### config.mk
export PLATFORM = sky130hd
export DESIGN_NAME = i2c_req_arbiter_flat
export DESIGN_NICKNAME = d
export VERILOG_FILES = /design/src/rtl/i2c_req_arbiter_pkg.sv /design/src/rtl/i2c_req_arbiter_if.sv /design/src/rtl/i2c_req_arbiter_rr.sv /design/src/rtl/i2c_req_arbiter.sv /design/src/flat_wrapper.sv
export SDC_FILE = /design/constraint.sdc
export NUM_CORES = 1
export LEC_CHECK = 0
export ABC_AREA = 1
export CAP_MARGIN = 20
export CORE_MARGIN = 2
export CORE_UTILIZATION = 27
export CTS_CLUSTER_DIAMETER = 60
export DETAILED_ROUTE_END_ITERATION = 6
export GPL_TIMING_DRIVEN = 0
export PLACE_DENSITY = 0.59
export SYNTH_ARGS = -nofsm -noshare
export SYNTH_HDL_FRONTEND = slang
export SYNTH_SLANG_ARGS = --single-unit
### constraint.sdc
create_clock -name clk_in -period 7.5 [get_ports clk_in]
set_input_delay 0.75 -clock clk_in [delete_from_list [all_inputs] [get_ports clk_in]]
set_output_delay 0.75 -clock clk_in [all_outputs]
set_load 0.01 [all_outputs]
### src/rtl/i2c_req_arbiter_pkg.sv
// Shared types and widths for the i2c request arbiter: FSM state encoding and i2c field widths.
package i2c_ctrl_pkg;

    localparam int I2C_ADDR_W = 7;
    localparam int I2C_DATA_W = 8;

    typedef enum logic [2:0] {
        IDLE = 3'd0,
        XFER = 3'd1,
        GAP  = 3'd2,
        ERR  = 3'd3,
        RESP = 3'd4
    } state_t;

endpackage

### src/rtl/i2c_req_arbiter_if.sv
// Requester-side and master-side signal bundle of the i2c request arbiter.
// Handshake: a requester holds req_valid_in[i] plus its payload until req_ready_out[i]; the request is taken on
// the rising edge where both are high. Dropping valid before ready withdraws it. rsp_valid_out is a 1-cycle pulse.
interface i2c_req_arbiter_if #(
    parameter int NUM_REQ = 4
);
    import i2c_ctrl_pkg::*;

    logic [NUM_REQ-1:0]            req_valid_in;
    logic [NUM_REQ*I2C_ADDR_W-1:0] req_addr_in;
    logic [NUM_REQ*I2C_DATA_W-1:0] req_data_in;
    logic [NUM_REQ-1:0]            req_rd_in;
    logic [NUM_REQ-1:0]            req_ready_out;
    logic [NUM_REQ-1:0]            rsp_valid_out;
    logic                          rsp_err_out;
    logic [I2C_DATA_W-1:0]         rsp_rdata_out;
    logic                          busy_out;
    logic [I2C_ADDR_W-1:0]         mst_addr_out;
    logic [I2C_DATA_W-1:0]         mst_data_out;
    logic                          mst_write_out;
    logic [I2C_DATA_W-1:0]         mst_read_data_in;
    state_t                        dbg_state_out;

    // Arbiter view.
    modport slave (
        input  req_valid_in, req_addr_in, req_data_in, req_rd_in, mst_read_data_in,
        output req_ready_out, rsp_valid_out, rsp_err_out, rsp_rdata_out, busy_out,
        output mst_addr_out, mst_data_out, mst_write_out, dbg_state_out
    );

    // Requester / i2c_master environment view.
    modport master (
        output req_valid_in, req_addr_in, req_data_in, req_rd_in, mst_read_data_in,
        input  req_ready_out, rsp_valid_out, rsp_err_out, rsp_rdata_out, busy_out,
        input  mst_addr_out, mst_data_out, mst_write_out, dbg_state_out
    );

endinterface

### src/rtl/i2c_req_arbiter_rr.sv
// Combinational round-robin picker: first set request at or above ptr_i, wrapping past NUM_REQ-1 to 0.
module rr_arbiter #(
    parameter int NUM_REQ = 4
) (
    input  logic [NUM_REQ-1:0]         req_i,
    input  logic [$clog2(NUM_REQ)-1:0] ptr_i,
    output logic [NUM_REQ-1:0]         grant_o,
    output logic [$clog2(NUM_REQ)-1:0] grant_idx_o,
    output logic                       any_o
);
    localparam int PTR_W = $clog2(NUM_REQ);

    logic [PTR_W:0]   sum;
    logic [PTR_W-1:0] idx;

    always_comb begin
        grant_o     = '0;
        grant_idx_o = '0;
        any_o       = 1'b0;
        sum         = '0;
        idx         = '0;
        for (int off = 0; off < NUM_REQ; off++) begin
            sum = {1'b0, ptr_i} + (PTR_W + 1)'(off);
            if (sum >= (PTR_W + 1)'(NUM_REQ)) begin
                sum = sum - (PTR_W + 1)'(NUM_REQ);
            end
            idx = sum[PTR_W-1:0];
            if (!any_o && req_i[idx]) begin
                grant_o[idx] = 1'b1;
                grant_idx_o  = idx;
                any_o        = 1'b1;
            end
        end
    end

endmodule

### src/rtl/i2c_req_arbiter.sv
// Time-shares one i2c_master between NUM_REQ requesters. The master has no done flag, so each transaction is a
// fixed XFER window (address driven) followed by a GAP window (address 0) before the read byte is sampled.
module i2c_req_arbiter
    import i2c_ctrl_pkg::*;
#(
    parameter int NUM_REQ     = 4,
    parameter int XFER_CYCLES = 20,
    parameter int GAP_CYCLES  = 2
) (
    input logic              clk_in,
    input logic              reset_in,
    i2c_req_arbiter_if.slave arb_if
);
    localparam int PTR_W   = $clog2(NUM_REQ);
    localparam int CNT_MAX = (XFER_CYCLES > GAP_CYCLES) ? XFER_CYCLES : GAP_CYCLES;
    localparam int CNT_W   = $clog2(CNT_MAX + 1);

    localparam logic [CNT_W-1:0]   XFER_LOAD = CNT_W'(XFER_CYCLES - 1);
    localparam logic [CNT_W-1:0]   GAP_LOAD  = CNT_W'(GAP_CYCLES - 1);
    localparam logic [NUM_REQ-1:0] ONE_HOT0  = NUM_REQ'(1);

    state_t                state_q;
    logic [CNT_W-1:0]      cnt_q;
    logic [PTR_W-1:0]      ptr_q;
    logic [PTR_W-1:0]      idx_q;
    logic [I2C_ADDR_W-1:0] addr_q;
    logic [I2C_DATA_W-1:0] data_q;
    logic                  rd_q;
    logic [I2C_ADDR_W-1:0] mst_addr_q;
    logic                  busy_q;
    logic [NUM_REQ-1:0]    rsp_valid_q;
    logic                  rsp_err_q;
    logic [I2C_DATA_W-1:0] rsp_rdata_q;

    logic [NUM_REQ-1:0]    grant;
    logic [PTR_W-1:0]      win_idx;
    logic                  win_any;
    logic [I2C_ADDR_W-1:0] win_addr;
    logic [I2C_DATA_W-1:0] win_data;
    logic                  win_rd;
    logic [PTR_W-1:0]      ptr_d;

    rr_arbiter #(
        .NUM_REQ(NUM_REQ)
    ) u_rr (
        .req_i      (arb_if.req_valid_in),
        .ptr_i      (ptr_q),
        .grant_o    (grant),
        .grant_idx_o(win_idx),
        .any_o      (win_any)
    );

    always_comb begin
        win_addr = '0;
        win_data = '0;
        win_rd   = 1'b0;
        for (int i = 0; i < NUM_REQ; i++) begin
            if (grant[i]) begin
                win_addr = arb_if.req_addr_in[i*I2C_ADDR_W +: I2C_ADDR_W];
                win_data = arb_if.req_data_in[i*I2C_DATA_W +: I2C_DATA_W];
                win_rd   = arb_if.req_rd_in[i];
            end
        end
    end

    assign ptr_d = (win_idx == PTR_W'(NUM_REQ - 1)) ? '0 : win_idx + 1'b1;

    // Ready is only offered in IDLE, so a grant seen there is always an accept on the next edge.
    assign arb_if.req_ready_out = (state_q == IDLE) ? grant : '0;

    always_ff @(posedge clk_in or negedge reset_in) begin
        if (!reset_in) begin
            state_q     <= IDLE;
            cnt_q       <= '0;
            ptr_q       <= '0;
            idx_q       <= '0;
            addr_q      <= '0;
            data_q      <= '0;
            rd_q        <= 1'b0;
            mst_addr_q  <= '0;
            busy_q      <= 1'b0;
            rsp_valid_q <= '0;
            rsp_err_q   <= 1'b0;
            rsp_rdata_q <= '0;
        end else begin
            rsp_valid_q <= '0;
            rsp_err_q   <= 1'b0;
            rsp_rdata_q <= '0;
            case (state_q)
                IDLE: begin
                    if (win_any) begin
                        addr_q <= win_addr;
                        data_q <= win_data;
                        rd_q   <= win_rd;
                        idx_q  <= win_idx;
                        ptr_q  <= ptr_d;
                        busy_q <= 1'b1;
                        if (win_addr == '0) begin
                            state_q <= ERR;
                            cnt_q   <= '0;
                        end else begin
                            state_q    <= XFER;
                            cnt_q      <= XFER_LOAD;
                            mst_addr_q <= win_addr;
                        end
                    end
                end
                XFER: begin
                    if (cnt_q == '0) begin
                        state_q    <= GAP;
                        cnt_q      <= GAP_LOAD;
                        mst_addr_q <= '0;
                    end else begin
                        cnt_q <= cnt_q - 1'b1;
                    end
                end
                GAP: begin
                    if (cnt_q == '0) begin
                        state_q     <= RESP;
                        rsp_valid_q <= ONE_HOT0 << idx_q;
                        rsp_rdata_q <= rd_q ? arb_if.mst_read_data_in : '0;
                    end else begin
                        cnt_q <= cnt_q - 1'b1;
                    end
                end
                ERR: begin
                    state_q     <= RESP;
                    rsp_valid_q <= ONE_HOT0 << idx_q;
                    rsp_err_q   <= 1'b1;
                end
                RESP: begin
                    state_q <= IDLE;
                    busy_q  <= 1'b0;
                end
                default: begin
                    state_q <= IDLE;
                    busy_q  <= 1'b0;
                end
            endcase
        end
    end

    assign arb_if.mst_addr_out  = mst_addr_q;
    assign arb_if.mst_data_out  = data_q;
    assign arb_if.mst_write_out = rd_q;
    assign arb_if.busy_out      = busy_q;
    assign arb_if.rsp_valid_out = rsp_valid_q;
    assign arb_if.rsp_err_out   = rsp_err_q;
    assign arb_if.rsp_rdata_out = rsp_rdata_q;
    assign arb_if.dbg_state_out = state_q;

endmodule
### src/flat_wrapper.sv
// flat-port wrapper written by rule: the top's interface ports become plain ports
module i2c_req_arbiter_flat import i2c_ctrl_pkg::*;
#(
    parameter int NUM_REQ     = 4,
    parameter int XFER_CYCLES = 20,
    parameter int GAP_CYCLES  = 2
)
  (clk_in, reset_in, arb_if_req_valid_in, arb_if_req_addr_in, arb_if_req_data_in, arb_if_req_rd_in, arb_if_mst_read_data_in, arb_if_req_ready_out, arb_if_rsp_valid_out, arb_if_rsp_err_out, arb_if_rsp_rdata_out, arb_if_busy_out, arb_if_mst_addr_out, arb_if_mst_data_out, arb_if_mst_write_out, arb_if_dbg_state_out);
  i2c_req_arbiter_if #(.NUM_REQ(NUM_REQ)) arb_if_i ();
  input logic clk_in;
  input logic reset_in;
  input wire logic [$bits(arb_if_i.req_valid_in)-1:0] arb_if_req_valid_in;
  input wire logic [$bits(arb_if_i.req_addr_in)-1:0] arb_if_req_addr_in;
  input wire logic [$bits(arb_if_i.req_data_in)-1:0] arb_if_req_data_in;
  input wire logic [$bits(arb_if_i.req_rd_in)-1:0] arb_if_req_rd_in;
  input wire logic [$bits(arb_if_i.mst_read_data_in)-1:0] arb_if_mst_read_data_in;
  output wire logic [$bits(arb_if_i.req_ready_out)-1:0] arb_if_req_ready_out;
  output wire logic [$bits(arb_if_i.rsp_valid_out)-1:0] arb_if_rsp_valid_out;
  output wire logic [$bits(arb_if_i.rsp_err_out)-1:0] arb_if_rsp_err_out;
  output wire logic [$bits(arb_if_i.rsp_rdata_out)-1:0] arb_if_rsp_rdata_out;
  output wire logic [$bits(arb_if_i.busy_out)-1:0] arb_if_busy_out;
  output wire logic [$bits(arb_if_i.mst_addr_out)-1:0] arb_if_mst_addr_out;
  output wire logic [$bits(arb_if_i.mst_data_out)-1:0] arb_if_mst_data_out;
  output wire logic [$bits(arb_if_i.mst_write_out)-1:0] arb_if_mst_write_out;
  output wire logic [$bits(arb_if_i.dbg_state_out)-1:0] arb_if_dbg_state_out;
  assign arb_if_i.req_valid_in = arb_if_req_valid_in;
  assign arb_if_i.req_addr_in = arb_if_req_addr_in;
  assign arb_if_i.req_data_in = arb_if_req_data_in;
  assign arb_if_i.req_rd_in = arb_if_req_rd_in;
  assign arb_if_i.mst_read_data_in = arb_if_mst_read_data_in;
  assign arb_if_req_ready_out = arb_if_i.req_ready_out;
  assign arb_if_rsp_valid_out = arb_if_i.rsp_valid_out;
  assign arb_if_rsp_err_out = arb_if_i.rsp_err_out;
  assign arb_if_rsp_rdata_out = arb_if_i.rsp_rdata_out;
  assign arb_if_busy_out = arb_if_i.busy_out;
  assign arb_if_mst_addr_out = arb_if_i.mst_addr_out;
  assign arb_if_mst_data_out = arb_if_i.mst_data_out;
  assign arb_if_mst_write_out = arb_if_i.mst_write_out;
  assign arb_if_dbg_state_out = arb_if_i.dbg_state_out;
  i2c_req_arbiter #(.NUM_REQ(NUM_REQ), .XFER_CYCLES(XFER_CYCLES), .GAP_CYCLES(GAP_CYCLES)) u_core (.clk_in(clk_in), .reset_in(reset_in), .arb_if(arb_if_i));
endmodule
==> results.toml, run 1 <==
[layout]
nets = 609
stdcell_count = 661
diodes = 0
area_growth_pct = 49.5
design_area_sq_um = 4280
drive_gt1_frac = 0.0952

[power]
p_leak_nw = 2.02
finalPower_mw = 2.12
ir_drop_mv = 0.172
power_density_nw_per_um2 = 495

[yosys]
synth.top_cell.area_share = 0.367
netlist.top_cell.by_area = "dfrtp_1"
netlist_instances = 402
avgSynthCellArea_sq_um = 7.12
synthTopCellsByArea = "dfrtp_1 37%, nand2_1 14%, a21oi_1 8.9%"
synth_most_common_cell = "nand2_1"
synth_ff_type = "dfrtp_1"
synth-edff-count = 0
netlist_top_cells_count = "105 x nand2_1, 51 x a21oi_1, 50 x inv_1"
synth_cell_type_count = 31
ys_async_sr_fraction = 1.00
synth_nets = 487
ys_seq_elements = 42
netlist_area_sq_um = 2860
seq_area_frac_synth = 0.367
synth_warnings = 0

[place]
postPlaceCellArea_sq_um = 4190
routabilityCongestion = 0.866
numPortBuffers = 114
dp_cells = 653
place_hpwl_um = 6740

[timing]
finalMaxSlewViolations = 0
fmax_mhz = 235
finalClockSkew_ns = 0.0101
period_needed_ns = 4.25
period_share = 0.567
rsz0062_at_grt = "no"
relSlewSlack = 0.570
final-hold-violation-count = 0
setup_viol = 0
worst_pin_slew_ns = 0.643
tns_ns = 0

[global_routing]
grt-ovfl-total = 0
grt_max_degree = 37
grt_pass1_vias = 3010
grt_pass1_wl_um = 14100
antenna_found_initial = 0
grt_use_total = 0.154

[routing]
vias = 3021
wl_per_cell_um = 12.8
drcViolationCount = 0
drt-pass1-iter-count = 4
routed_wirelength_um = 8450
antenna_left = 0
vias_per_cell = 4.57
drt-initial-drc-count = 146

[run_status]
status = "finished, final reports clean"

[cts]
cts_inserted_buffers = 5
cts.sinks = 42
tritoncts = "built"
ctsRootBufferMaster = "clkbuf_8"
cts_max_level = 2
cts_resized = 0
cts_setup_buffers = 0
clockBufferDepth = 2
clk_pin_slew_ns = 0.08
hold_buffers = 0
clock_latency_ns = 0.29

[floorplan]
die_x_um = 107
die-area_sq_um = 11400
pin_count = 115
coreArea_sq_um = 10300
floorplan.initialDensity = 0.277
row_count = 37
dieHeight_um = 107

[critical_path]
crit_arrival_ns = 3.50
cp-endpoint = "arb_if_req_ready_out[3]"
crit_type = "register to output pin"
start_kind = "register"
reg2reg_to = "u_core.arb_if.mst_addr_out[3]"
rr_worst_depth = 18
worst_setup_path_end_kind = "output pin"
required_ns = 6.75
rrSetupSlack_ns = 4.41
path_max_fanout = 10

[flow_run]
max-cap-violations = 0

[min_path]
min_path_type = "input port to asynchronous set/reset pin"
## worst max-delay path: stages (launching register included)
cell	delay, ns
dfrtp_1	0.47
buf_6	0.19
inv_6	0.06
ha_1	0.36
inv_1	0.15
nand3_1	0.09
nand2_1	0.13
nand2_1	0.08
nor2_2	0.17
a21oi_2	0.09
nand2_4	0.12
buf_6	0.18
clkbuf_1	0.40
nand2_1	0.12
inv_1	0.07
clkdlybuf4s50_1	0.52
## sequential cells by signal, summed over array words and instances (netlist names), named ones only
register,cells
u_core.arb_if.mst_write_out,1
u_core.ptr_q,1
u_core.arb_if.dbg_state_out,3
u_core.arb_if.busy_out,1
u_core.arb_if.rsp_rdata_out,8
u_core.arb_if.mst_addr_out,7
u_core.arb_if.rsp_valid_out,4
u_core.arb_if.rsp_err_out,1
u_core.idx_q,2
u_core.cnt_q,5
u_core.arb_if.mst_data_out,8
## cells in the final DEF (no fill, tap or decap), types with 3 or more instances in the layout
| master | count |
|---|---|
| or2_1 | 5 |
| clkdlybuf4s50_1 | 113 |
| clkbuf_8 | 6 |
| o211ai_1 | 6 |
| nand4_1 | 4 |
| nand2_2 | 7 |
| inv_1 | 50 |
| dfrtp_1 | 42 |
| ha_1 | 7 |
| buf_2 | 3 |
| buf_6 | 3 |
| nor3_1 | 6 |
| nand2_1 | 105 |
| clkbuf_1 | 4 |
| o21ai_0 | 16 |
| nand3_4 | 4 |
| nor2_2 | 3 |
| nand2_4 | 6 |
| a21oi_1 | 51 |
| nor2_1 | 45 |
| nor2_4 | 3 |
| a21oi_2 | 5 |
| nand3_1 | 16 |
## how the worst min path moves through the flow
stage	start	end	cells after the start
final	reset_in	u_core.arb_if.mst_data_out[2]	1
after floorplan	u_core.idx_q[0]	u_core.arb_if.rsp_valid_out[0]	1
after detailed placement	u_core.idx_q[1]	u_core.arb_if.rsp_valid_out[0]	1
after global placement	u_core.idx_q[0]	u_core.arb_if.rsp_valid_out[0]	1
after global routing	reset_in	u_core.arb_if.mst_data_out[2]	1
after CTS	reset_in	u_core.arb_if.mst_data_out[2]	1
## per-stage QoR
step	worst slack [ns]	utilization	hold slack [ns]
3_3_place_gp	3.35	0.404	0.442
3_5_place_dp	3.31	0.406	0.447
5_1_grt	2.95	0.415	0.296
6_report	3.25	0.415	0.298
4_1_cts	3.21	0.415	0.289
2_1_floorplan	4.55	-	0.432
## cells by family after synthesis
| group | count (synthesis) | share of synthesized area |
|---|---|---|
| AOI/OAI and AO/OA | 83 | 0.163 |
| adders and majority gates | 7 | 0.0306 |
| buffers and inverters | 63 | 0.0948 |
| DFF | 42 | 0.367 |
| and+or+nand+nor | 207 | 0.345 |
## layout make-up
class                   instances  area [sq um]
fillers                      1028          6040
multi-input cells             297          1540
repair buffers                115          1160
flip-flops and latches         42          1050
inverters                      55           216
well taps                     136           170
clock buffers                   7          86.3
plain buffers                   8          55.1
clock inverters                 1          5.00
## power by group
group	switching [mW]	internal, mW
logic	0.998	0.600
registers	0.0574	0.314
clock network	0.0750	0.0743
## layer usage
| layer | up-vias | GRT usage | part of all wire |
|---|---|---|---|
| met2 | 111 | 0.264 | 0.47 |
| met1 | 1366 | 0.198 | 0.46 |
| met4 | 0 | 0.0529 | 0.013 |
| met3 | 7 | 0.0219 | 0.057 |
| met5 | - | 0 | 0 |
| li1 | 1537 | - | - |
No activity file was read; power rests on OpenSTA's default activity.
==> inputs of run 2 (changes only) <==
PLACE_DENSITY = 0.61   (was 0.59)
clock period = 3.85 ns   (was 7.5 ns; I/O delays follow)
==> run 2 against run 1 <==
Against the previous run: flip-flop and latch count unchanged; register-to-register slack got worse by 3.7 ns; non-clock buffer count fell by 1; clock skew about the same; count of clock-buffer cells in the layout decreased by 2; die area is the same; worst hold slack better by 0.11 ns; clock power grew 130%.
==> results.toml, run 2 (synthesis gave the netlist of run 1 again) <==
[floorplan]
die_x_um = 107
floorplan.initialDensity = 0.277
pin_count = 115
coreArea_sq_um = 10300
row_count = 37
die-area_sq_um = 11400
dieHeight_um = 107

[routing]
vias = 3027
wl_per_cell_um = 12.6
drt-initial-drc-count = 140
drt-pass1-iter-count = 5
routed_wirelength_um = 8330
drcViolationCount = 0
antenna_left = 0
vias_per_cell = 4.59

[place]
place_hpwl_um = 6800
routabilityCongestion = 0.892
numPortBuffers = 114
dp_worst_setup_slack_ns = 0.271

[critical_path]
path_max_fanout = 10
start_kind = "register"
reg2reg_to = "u_core.arb_if.mst_addr_out[6]"
crit_type = "register to output pin"
rr_worst_depth = 20
rrSetupSlack_ns = 0.68
crit_arrival_ns = 3.23
required_ns = 3.46
cp-endpoint = "arb_if_req_ready_out[2]"
worst_setup_path_end_kind = "output pin"

[power]
p_leak_nw = 2.03
ir_drop_mv = 0.409
comb_power_share = 0.742
p_sw_mw = 2.19
power_frac_seq = 0.175
finalPower_mw = 4.16
power_density_nw_per_um2 = 966
power.internal_mw = 1.97
switching_share = 0.527
clkPwrFrac = 0.083

[global_routing]
grt_max_degree = 42
antenna_found_initial = 0
grt_pass1_vias = 2971
grt-ovfl-total = 0
grt_pass1_wl_um = 14000
grt_use_total = 0.150

[timing]
relSlewSlack = 0.606
setup_slack_ns = 0.236
final-hold-violation-count = 0
tns_ns = 0
period_share = 0.939
worst_pin_slew_ns = 0.588
fmax_mhz = 277
rsz0062_at_grt = "no"
setup_viol = 0
finalMaxSlewViolations = 0
period_needed_ns = 3.61
finalClockSkew_ns = 0.0101

[cts]
clockBufferDepth = 2
cts.sinks = 42
cts_inserted_buffers = 5
tritoncts = "built"
cts_max_level = 2
clock_latency_ns = 0.29
clk_pin_slew_ns = 0.08
cts_setup_buffers = 0
ctsRootBufferMaster = "clkbuf_8"

[layout]
diodes = 0
final_cell_mix = "113 x clkdlybuf4s50_1, 105 x nand2_1, 51 x a21oi_1, 50 x inv_1, 45 x nor2_1"
fillCellCount = 1067
layout_commonest_cell = "clkdlybuf4s50_1"
drive_gt1_frac = 0.101
nets = 608
area_growth_pct = 50.3

[min_path]
min_path_type = "input port to asynchronous set/reset pin"

[run_status]
status = "finished, final reports clean"

[flow_run]
max-cap-violations = 0
## run 2: changes by cell type in the layout (fill, tap and decap cells not counted)
| cell | change |
|---|---|
| dfrtp_1 | -2 |
| clkinv_2 | +1 |
| dlygate4sd3_1 | +1 |
| dfrtp_2 | +2 |
| bufinv_16 | +1 |
| clkbuf_8 | -1 |
| clkbuf_1 | -3 |
## run 2: cell type report
cell class / count / area (sq um) / area share
sequential: 42 / 1050 / 0.245
inverter: 55 / 216 / 0.0503
timing repair buffer: 116 / 1170 / 0.271
clock buffer: 5 / 68.8 / 0.0160
tap: 136 / 170 / 0.0395
buffer: 6 / 47.5 / 0.0110
clock inverter: 3 / 40.0 / 0.00930
multi-input combinational: 297 / 1540 / 0.358
## run 2: how the worst min path moves through the flow
| stage | to | slack, ns | depth (start not counted) |
|---|---|---|---|
| 2_1_floorplan | asynchronous set/reset pin | 0.09 | 0 |
| 6_report | u_core.arb_if.mst_data_out[3] | 0.41 | 2 |
| 4_1_cts | u_core.arb_if.mst_data_out[3] | 0.40 | 2 |
| 3_5_place_dp | u_core.arb_if.mst_data_out[3] | 0.19 | 1 |
| 3_3_place_gp | u_core.arb_if.rsp_valid_out[2] | 0.45 | 1 |
| 5_1_grt | u_core.arb_if.mst_data_out[3] | 0.42 | 2 |
## run 2: timing repair
| item | 4_1_cts | 5_1_grt |
|---|---|---|
| endpoints found under the setup margin | 1 | 2 |
| hold endpoints to repair | 1 | 0 |
| hold buffers | 1 | 0 |
| resized for setup | 0 | 2 |
## run 2: layer usage
| layer | track usage | routed length, um | vias to the layer above |
|---|---|---|---|
| met5 | 0 | 0 | - |
| met4 | 0.0575 | 188 | 0 |
| met3 | 0.0225 | 543 | 12 |
| met2 | 0.245 | 3860 | 119 |
| met1 | 0.201 | 3730 | 1362 |
| li1 | - | - | 1534 |
## run 2: power by group through the flow
stage | logic, mW | clock network (mW) | registers (mW)
floorplan | 2.14 | 0 | 0.765
global placement | 3.06 | 0 | 0.730
detailed placement | 3.11 | 0 | 0.733
CTS | 3.11 | 0.352 | 0.725
global route | 3.49 | 0.373 | 0.751
finish | 3.09 | 0.343 | 0.727
## run 2: stage by stage
stage / util / hold WS (ns) / instance area [sq um] / cells
CTS: 0.417 / 0.400 / 4310 / 661
detailed placement: 0.406 / 0.186 / 4190 / 653
finish: 0.417 / 0.407 / 4300 / 660
global placement: 0.404 / 0.447 / 4180 / 652
global route: 0.417 / 0.422 / 4300 / 660
floorplan: - / 0.0894 / 2860 / 402
## run 2: critical path, stage by stage (launching register included)
cell and delay [ns]:
dfrtp_2 0.43, buf_6 0.17, inv_6 0.06, ha_1 0.36
inv_1 0.15, nand3_1 0.10, nand2_1 0.13, nand2_1 0.08
nor2_2 0.17, nand2_2 0.09, nand3_4 0.13, buf_6 0.16
buf_2 0.22, nand2_1 0.07, inv_1 0.07, clkdlybuf4s50_1 0.52
